### src/rtl/updown_cnt_sequencer.sv
// Command sequencer owning a WIDTH-bit up/down counter: GOTO, SWEEP, LOAD, CLEAR.
// One step per RUN edge, done pulses one cycle in DONE; commands accepted only in IDLE.
module updown_cnt_sequencer #(
    parameter int WIDTH  = 3,
    parameter int LOOP_W = 4
) (
    input  logic              clk,
    input  logic              rst,
    input  logic              cmd_valid,
    output logic              cmd_ready,
    input  logic [1:0]        cmd_mode,
    input  logic [WIDTH-1:0]  cmd_target,
    input  logic [LOOP_W-1:0] cmd_loops,
    input  logic              abort,
    output logic [WIDTH-1:0]  cnt_q,
    output logic              cnt_updown,
    output logic              busy,
    output logic              done,
    output logic              aborted
);

    localparam logic [1:0] MODE_GOTO  = 2'd0;
    localparam logic [1:0] MODE_SWEEP = 2'd1;
    localparam logic [1:0] MODE_LOAD  = 2'd2;
    localparam logic [1:0] MODE_CLEAR = 2'd3;
    localparam logic [WIDTH-1:0] MAX  = '1;

    typedef enum logic [1:0] {IDLE, RUN_UP, RUN_DOWN, DONE} state_t;

    state_t              state, state_nx;
    logic [WIDTH-1:0]    cnt_nx, target_q, target_nx;
    logic                updown_nx, aborted_nx, sweep_q, sweep_nx;
    logic [LOOP_W-1:0]   loops_q, loops_nx, loop_q, loop_nx;
    logic [WIDTH-1:0]    cnt_inc, cnt_dec;
    logic [LOOP_W-1:0]   loop_inc;
    logic                accept;

    assign cmd_ready = (state == IDLE);
    assign busy      = (state == RUN_UP) || (state == RUN_DOWN);
    assign done      = (state == DONE);
    assign accept    = cmd_valid && cmd_ready;
    assign cnt_inc   = cnt_q + 1'b1;
    assign cnt_dec   = cnt_q - 1'b1;
    assign loop_inc  = loop_q + 1'b1;

    always_ff @(posedge clk or posedge rst) begin
        if (rst) begin
            state      <= IDLE;
            cnt_q      <= '0;
            cnt_updown <= 1'b1;
            aborted    <= 1'b0;
            sweep_q    <= 1'b0;
            target_q   <= '0;
            loops_q    <= '0;
            loop_q     <= '0;
        end else begin
            state      <= state_nx;
            cnt_q      <= cnt_nx;
            cnt_updown <= updown_nx;
            aborted    <= aborted_nx;
            sweep_q    <= sweep_nx;
            target_q   <= target_nx;
            loops_q    <= loops_nx;
            loop_q     <= loop_nx;
        end
    end

    always_comb begin
        state_nx   = state;
        cnt_nx     = cnt_q;
        updown_nx  = cnt_updown;
        aborted_nx = aborted;
        sweep_nx   = sweep_q;
        target_nx  = target_q;
        loops_nx   = loops_q;
        loop_nx    = loop_q;
        unique case (state)
            IDLE: begin
                if (accept) begin
                    unique case (cmd_mode)
                        MODE_GOTO: begin
                            sweep_nx  = 1'b0;
                            target_nx = cmd_target;
                            if (cmd_target > cnt_q) begin
                                state_nx  = RUN_UP;
                                updown_nx = 1'b1;
                            end else if (cmd_target < cnt_q) begin
                                state_nx  = RUN_DOWN;
                                updown_nx = 1'b0;
                            end else begin
                                state_nx  = DONE;
                            end
                        end
                        MODE_SWEEP: begin
                            sweep_nx = 1'b1;
                            loop_nx  = '0;
                            // A loop count of zero still runs one full sweep.
                            loops_nx = (cmd_loops == '0) ? LOOP_W'(1) : cmd_loops;
                            if (cnt_q == MAX) begin
                                state_nx  = RUN_DOWN;
                                updown_nx = 1'b0;
                            end else begin
                                state_nx  = RUN_UP;
                                updown_nx = 1'b1;
                            end
                        end
                        MODE_LOAD: begin
                            cnt_nx   = cmd_target;
                            state_nx = DONE;
                        end
                        MODE_CLEAR: begin
                            cnt_nx   = '0;
                            state_nx = DONE;
                        end
                        default: state_nx = IDLE;
                    endcase
                end
            end
            RUN_UP: begin
                if (abort) begin
                    state_nx   = DONE;
                    aborted_nx = 1'b1;
                end else begin
                    cnt_nx = cnt_inc;
                    if (sweep_q) begin
                        if (cnt_inc == MAX) begin
                            state_nx  = RUN_DOWN;
                            updown_nx = 1'b0;
                        end
                    end else if (cnt_inc == target_q) begin
                        state_nx = DONE;
                    end
                end
            end
            RUN_DOWN: begin
                if (abort) begin
                    state_nx   = DONE;
                    aborted_nx = 1'b1;
                end else begin
                    cnt_nx = cnt_dec;
                    if (sweep_q) begin
                        if (cnt_dec == '0) begin
                            if (loop_inc == loops_q) begin
                                state_nx = DONE;
                            end else begin
                                loop_nx   = loop_inc;
                                state_nx  = RUN_UP;
                                updown_nx = 1'b1;
                            end
                        end
                    end else if (cnt_dec == target_q) begin
                        state_nx = DONE;
                    end
                end
            end
            DONE: begin
                state_nx   = IDLE;
                aborted_nx = 1'b0;
            end
            default: state_nx = IDLE;
        endcase
    end

endmodule

### config.mk
export PLATFORM = sky130hd
export DESIGN_NAME = updown_cnt_sequencer
export DESIGN_NICKNAME = d
export VERILOG_FILES = /design/src/rtl/updown_cnt_sequencer.sv
export SDC_FILE = /design/constraint.sdc
export NUM_CORES = 1
export LEC_CHECK = 0
export CORE_MARGIN = 1.5
export CORE_UTILIZATION = 50
export CTS_CLUSTER_SIZE = 25
export DETAILED_ROUTE_END_ITERATION = 6
export GPL_ROUTABILITY_DRIVEN = 0
export PLACE_DENSITY = 0.85
export SLEW_MARGIN = 20
export SYNTH_ARGS = -nofsm -noshare
export SYNTH_HDL_FRONTEND = slang
export SYNTH_SLANG_ARGS = --single-unit
### constraint.sdc
create_clock -name clk -period 2.57 [get_ports clk]
set_input_delay 0.514 -clock clk [delete_from_list [all_inputs] [get_ports clk]]
set_output_delay 0.514 -clock clk [all_outputs]
set_load 0.02 [all_outputs]
* After elaboration in Yosys (flattened, before gate mapping)
Cells that the tools add are included.
Storage, ports and cells: output and inout bits 8, bits of input ports 13, register bits 19, logic and storage cells 105
Cells by class: equal/unequal tests 28, multiplexer cells 44, $lt $le $gt $ge 2, reduce and logical (&&, ||, !) cells 20, add/subtract/negate cells 3
Operators by type and width (count):
- 2-to-1 mux 4 bit | 7
- 2-to-1 mux 2 bit | 12
- inequality test 4 x 3 -> 1 bit, second input constant | 4
- 2-to-1 mux 1 bit | 13
- AND reduction 11 bit | 1
- inequality test 2 x 1 -> 1 bit, second input constant | 5
- inequality test 2 bit, second input constant | 5
- AND reduction 5 bit | 2
- 2-to-1 mux 3 bit | 3
- one-hot mux 3 bit (3 select lines) | 1
- AND reduction 3 bit | 3
- == test 2 bit, second input constant | 4
- one-hot mux 2 bit (4 select lines) | 1
- one-hot mux 4 bit (2 select lines) | 1
- AND reduction 7 bit | 1
- == test 3 bit | 2
- == test 3 bit, second input constant | 2
- inequality test 3 x 1 -> 1 bit, second input constant | 2
- one-hot mux 1 bit (2 select lines) | 3
- one-hot mux 2 bit (3 select lines) | 1
- one-hot mux 3 bit (2 select lines) | 1
- nonzero test 2 bit | 3
- adder 4 x 1 -> 4 bit, second input constant | 1
- == test 2 x 1 -> 1 bit, second input constant | 2
- other kinds (15) | 17

* Longest topological paths before layout
word-level depth 7, depth in mapped cells 8, mapped depth without buffers 7

* Worst setup path after synthesis
OpenSTA, ideal clock, no wires.
path kind flip-flop to flip-flop, from register cnt_q[0], to register state[0], cell stages (with the launch flop) 8, clock period less this slack 2081 ps, required time 2445 ps, buffers on the path 0, setup slack 489 ps, library setup time 125 ps, arrival time 1956 ps, cells stage by stage dfrtp_1 inv_1 ha_1 xor2_2 a221oi_2 a21oi_1 o22ai_2 mux2_4
On the way: cells in the longest elaborated chain, start to end 6, elaborated cells between the ends (all ways) 20, those cells by class 2 x add/sub; 2 x order compare; 8 x eq/ne; 6 x mux; 2 x reduce/logical
Ends and longest elaborated chain:
- from (decl) | RTL line 15 | output logic [WIDTH-1:0] cnt_q,
- from (signal assigned) | RTL line 58 | cnt_q <= cnt_nx;
- less-than comparator 3 bit | RTL line 87 | end else if (cmd_target < cnt_q) begin
- 2-to-1 mux 1 bit | RTL line 87
- 2-to-1 mux 2 bit | RTL line 84 | if (cmd_target > cnt_q) begin
- one-hot mux 2 bit (3 select lines) | RTL line 80 | unique case (cmd_mode)
- 2-to-1 mux 2 bit | RTL line 79 | if (accept) begin
- one-hot mux 2 bit (4 select lines) | RTL line 77 | unique case (state)
- to (signal assigned) | RTL line 57 | state <= state_nx;
- to (decl) | RTL line 30 | state_t state, state_nx;
Several ways; a longest one is shown, not always the timed one. The select of a mux whose other input is x is not followed. A chain may end at the register's enable or synchronous reset.

* Worst setup path after layout
from register state[0], to output busy
On the way: cells in the longest elaborated chain, start to end 2, elaborated cells between the ends (all ways) 3, those cells by class 2 x eq/ne; 1 x reduce/logical
Ends and longest elaborated chain:
- == test 2 x 1 -> 1 bit / == test 2 bit (equally long branches) | RTL line 39 | assign busy = (state == RUN_UP) || (state == RUN_DOWN);
- logical OR 1 bit * | RTL line 39
- to (decl) | RTL line 17 | output logic busy,
Every way passes the cells marked *; elsewhere a longest branch is shown, timed or not.

==> metrics.txt <==
Worst VDD drop 0.000807 V; reg2reg start state[0]; worst skew pair latency 0.30 ns; Clk network pwr share 6.9%; maximum clock path buffer count 2; DRT iter0 DRCs 35; # resized after CTS 0; Sequential Power Share 25.7%; Slew Limit Headroom 49.6%; I/O pin count 21; Cell Int Power 0.00121 W; ranking of synthesized cells by area dfrtp_1 31%, ha_1 12%, nand2_1 4.6%; Final Hold Viols 0; initial antenna violation count 0; synthesis-to-finish area growth 17.1%; hold buffer count at cts 0; Die Footprint 3260 um^2; Worst-path clk slew 0.11 ns; total power 0.00228 W; CP Class reg -> out; post-synthesis sequential area ratio 32.6%; TritonRoute pass-1 iters 4; Max Fanout on Critical Path 9; post-synthesis simple-gate area fraction 15.7%; Initial Util 53.0%; Compound-Gate Fraction of Synth Area 21.7%; Async SR Flop Fraction 100%; final wirelength 3.27 mm; htree depth 1; cts bufs inserted 3; fraction of power spent switching nets 46.9%; share of cells above drive strength 1 13.2%; area share of the largest cell type after synthesis 30.8%; TritonCTS clock tree yes; clk root buf clkbuf_4; worst hold path cell count 1; Vert. Die Dim 57.1 um; register area 477 um^2; Ys Warns 0; vias 1222; Net Switching 0.00107 W; global-route wire length before repair 5.59 mm; Main synth FF type dfrtp_1; pre-CTS setup slack 0.109 ns; antenna cells 0; largest net degree at the start of global routing 20; worst path required time 2.06 ns; mux share of post-synthesis cell area 6.33%; Rows 19; area share of fa/ha/maj cells after synthesis 12.0%; number of synthesized flops with an enable pin 0; RR Endpoint cnt_updown; sum of negative setup slack 0 ns; max-cap viol count 0; Die W 57.1 um; worst slew pin tran 0.756 ns; area occupied by multi-input gates 907 um^2; drt wl/cell 16.0 um; Power Dens Cells 1330 nW/um^2; Syn Area/Cell 9.56 um^2; Synth Area in XOR/XNOR 6.24%; Clock Sinks 19; Fmax achieved 401 MHz; crit share post-route 97.0%; Clock Skews 0.00114 ns; Post-Syn Area 1460 um^2; CP Data Arrival Time 1.98 ns; Setup Fix Bufs, Post-CTS 0; DP Area 1690 um^2; min Tclk post-route 2.49 ns; min-delay src loop_q[3]; post-route ant nets 0; Slew Limit Fails 0; CP endpoint kind output port; post-detailed-placement half-perimeter wirelength 2.57 mm; via density per instance 5.96; Post-Syn Instances 153; CORE AREA 2760 um^2; Worst R2R Setup Slack 0.36 ns; status finished, final reports clean; post-route cell area 1710 um^2; Logic pwr share 67.4%; net count after synthesis 180; Hold EP loop_q[3]; Pleak 0.768 nW; Tot GR Track Use 21.4%; # fillers 253; worst setup margin 0.0776 ns; Layout Nets 202; number of port buffers 20; post-synth cell types 46; worst reg2reg path depth 7; grt total ovfl 0; HP Class reg -> reg; vias in the first global route 1285; Yosys reg bits 19; area leader, netlist dfrtp_1; DRC errors left 0; RSZ-0062 raised after global routing false; largest family of logic cells by synthesized area compound AO/OA/AOI/OAI gates; CP Launch Type register; Final Util 62.1%; Final setup viols 0
-- cells by family after synthesis --
family / count (synthesis)
and+or+nand+nor: 44
AOI/OAI and AO/OA: 42
DFF: 19
buffers and inverters: 18
adders and majority gates: 14
xor gates and xnor gates: 8
muxes: 8
-- cell type report --
type	count	area share [%]
clock buffer	4	1.53
tap	31	2.26
multi-input combinational	116	53.0
timing repair buffer	22	12.6
sequential	19	27.8
inverter	13	2.85
-- metrics by stage --
stage / hold WS [ns] / cells
after floorplan: 0.464 / 153
after global placement: 0.495 / 201
after detailed placement: 0.519 / 201
after CTS: 0.536 / 205
after global routing: 0.559 / 205
final: 0.530 / 205
-- Yosys cell counts (all sizes together) (3+ instances only) --
library cell   n
o21ai         13
a221oi         3
xor2           3
inv           13
nand2b         5
a21oi          8
nand2         18
dfrtp         18
nor2           7
buf            4
nand3          3
ha            14
xnor2          4
mux2           7
-- worst max path at each step --
stage | startpoint | to | depth (start not counted)
after detailed placement | cmd_target[1] | state[1] | 7
after global placement | cmd_target[2] | cnt_updown | 7
after floorplan | cnt_q[0] | state[0] | 7
final | state[0] | busy | 3
after CTS | state[0] | busy | 3
after global routing | state[0] | cmd_ready | 3
-- worst max-delay path: stages, from the launching register on --
cell and delay, ns:
dfrtp_1 0.43, inv_1 0.11, ha_1 0.48, clkdlybuf4s50_1 0.67
-- layout by cell type, fill, tap and decap left out, types with 2 or more instances in the layout --
cell,instances
clkdlybuf4s50_1,20
nand2_1,18
dfrtp_1,18
ha_1,14
inv_1,13
o21ai_0,12
a21oi_1,8
nor2_1,7
nand2b_1,5
mux2_2,5
xnor2_1,4
nand3_1,3
a221oi_2,3
clkbuf_4,3
xor2_1,2
o31ai_2,2
a22oi_1,2
nor3_1,2
a31oi_1,2
nor2b_1,2
a311oi_1,2
buf_4,2
-- metal layers --
layer	share of wire [%]	wire, um	up-vias	track usage [%]
met5	0	0	-	0
met4	0.95	31	0	5.98
met3	5.0	165	4	2.95
met2	52	1710	39	40.6
met1	42	1370	589	24.9
li1	-	-	590	-
-- sequential cells by signal (all words and copies together) (netlist names) --
signal / flops
loops_q: 4
target_q: 3
aborted: 1
sweep_q: 1
loop_q: 4
cnt_updown: 1
state: 2
cnt_q: 3
-- power groups by stage --
stage,clock network [W],registers (W),logic [W]
detailed placement,0,0.000592,0.00152
CTS,0.000155,0.000586,0.00153
global route,0.000169,0.000604,0.00167
global placement,0,0.000582,0.00146
finish,0.000157,0.000588,0.00154
floorplan,0,0.000606,0.00111
(Power assumes the default switching activity.)
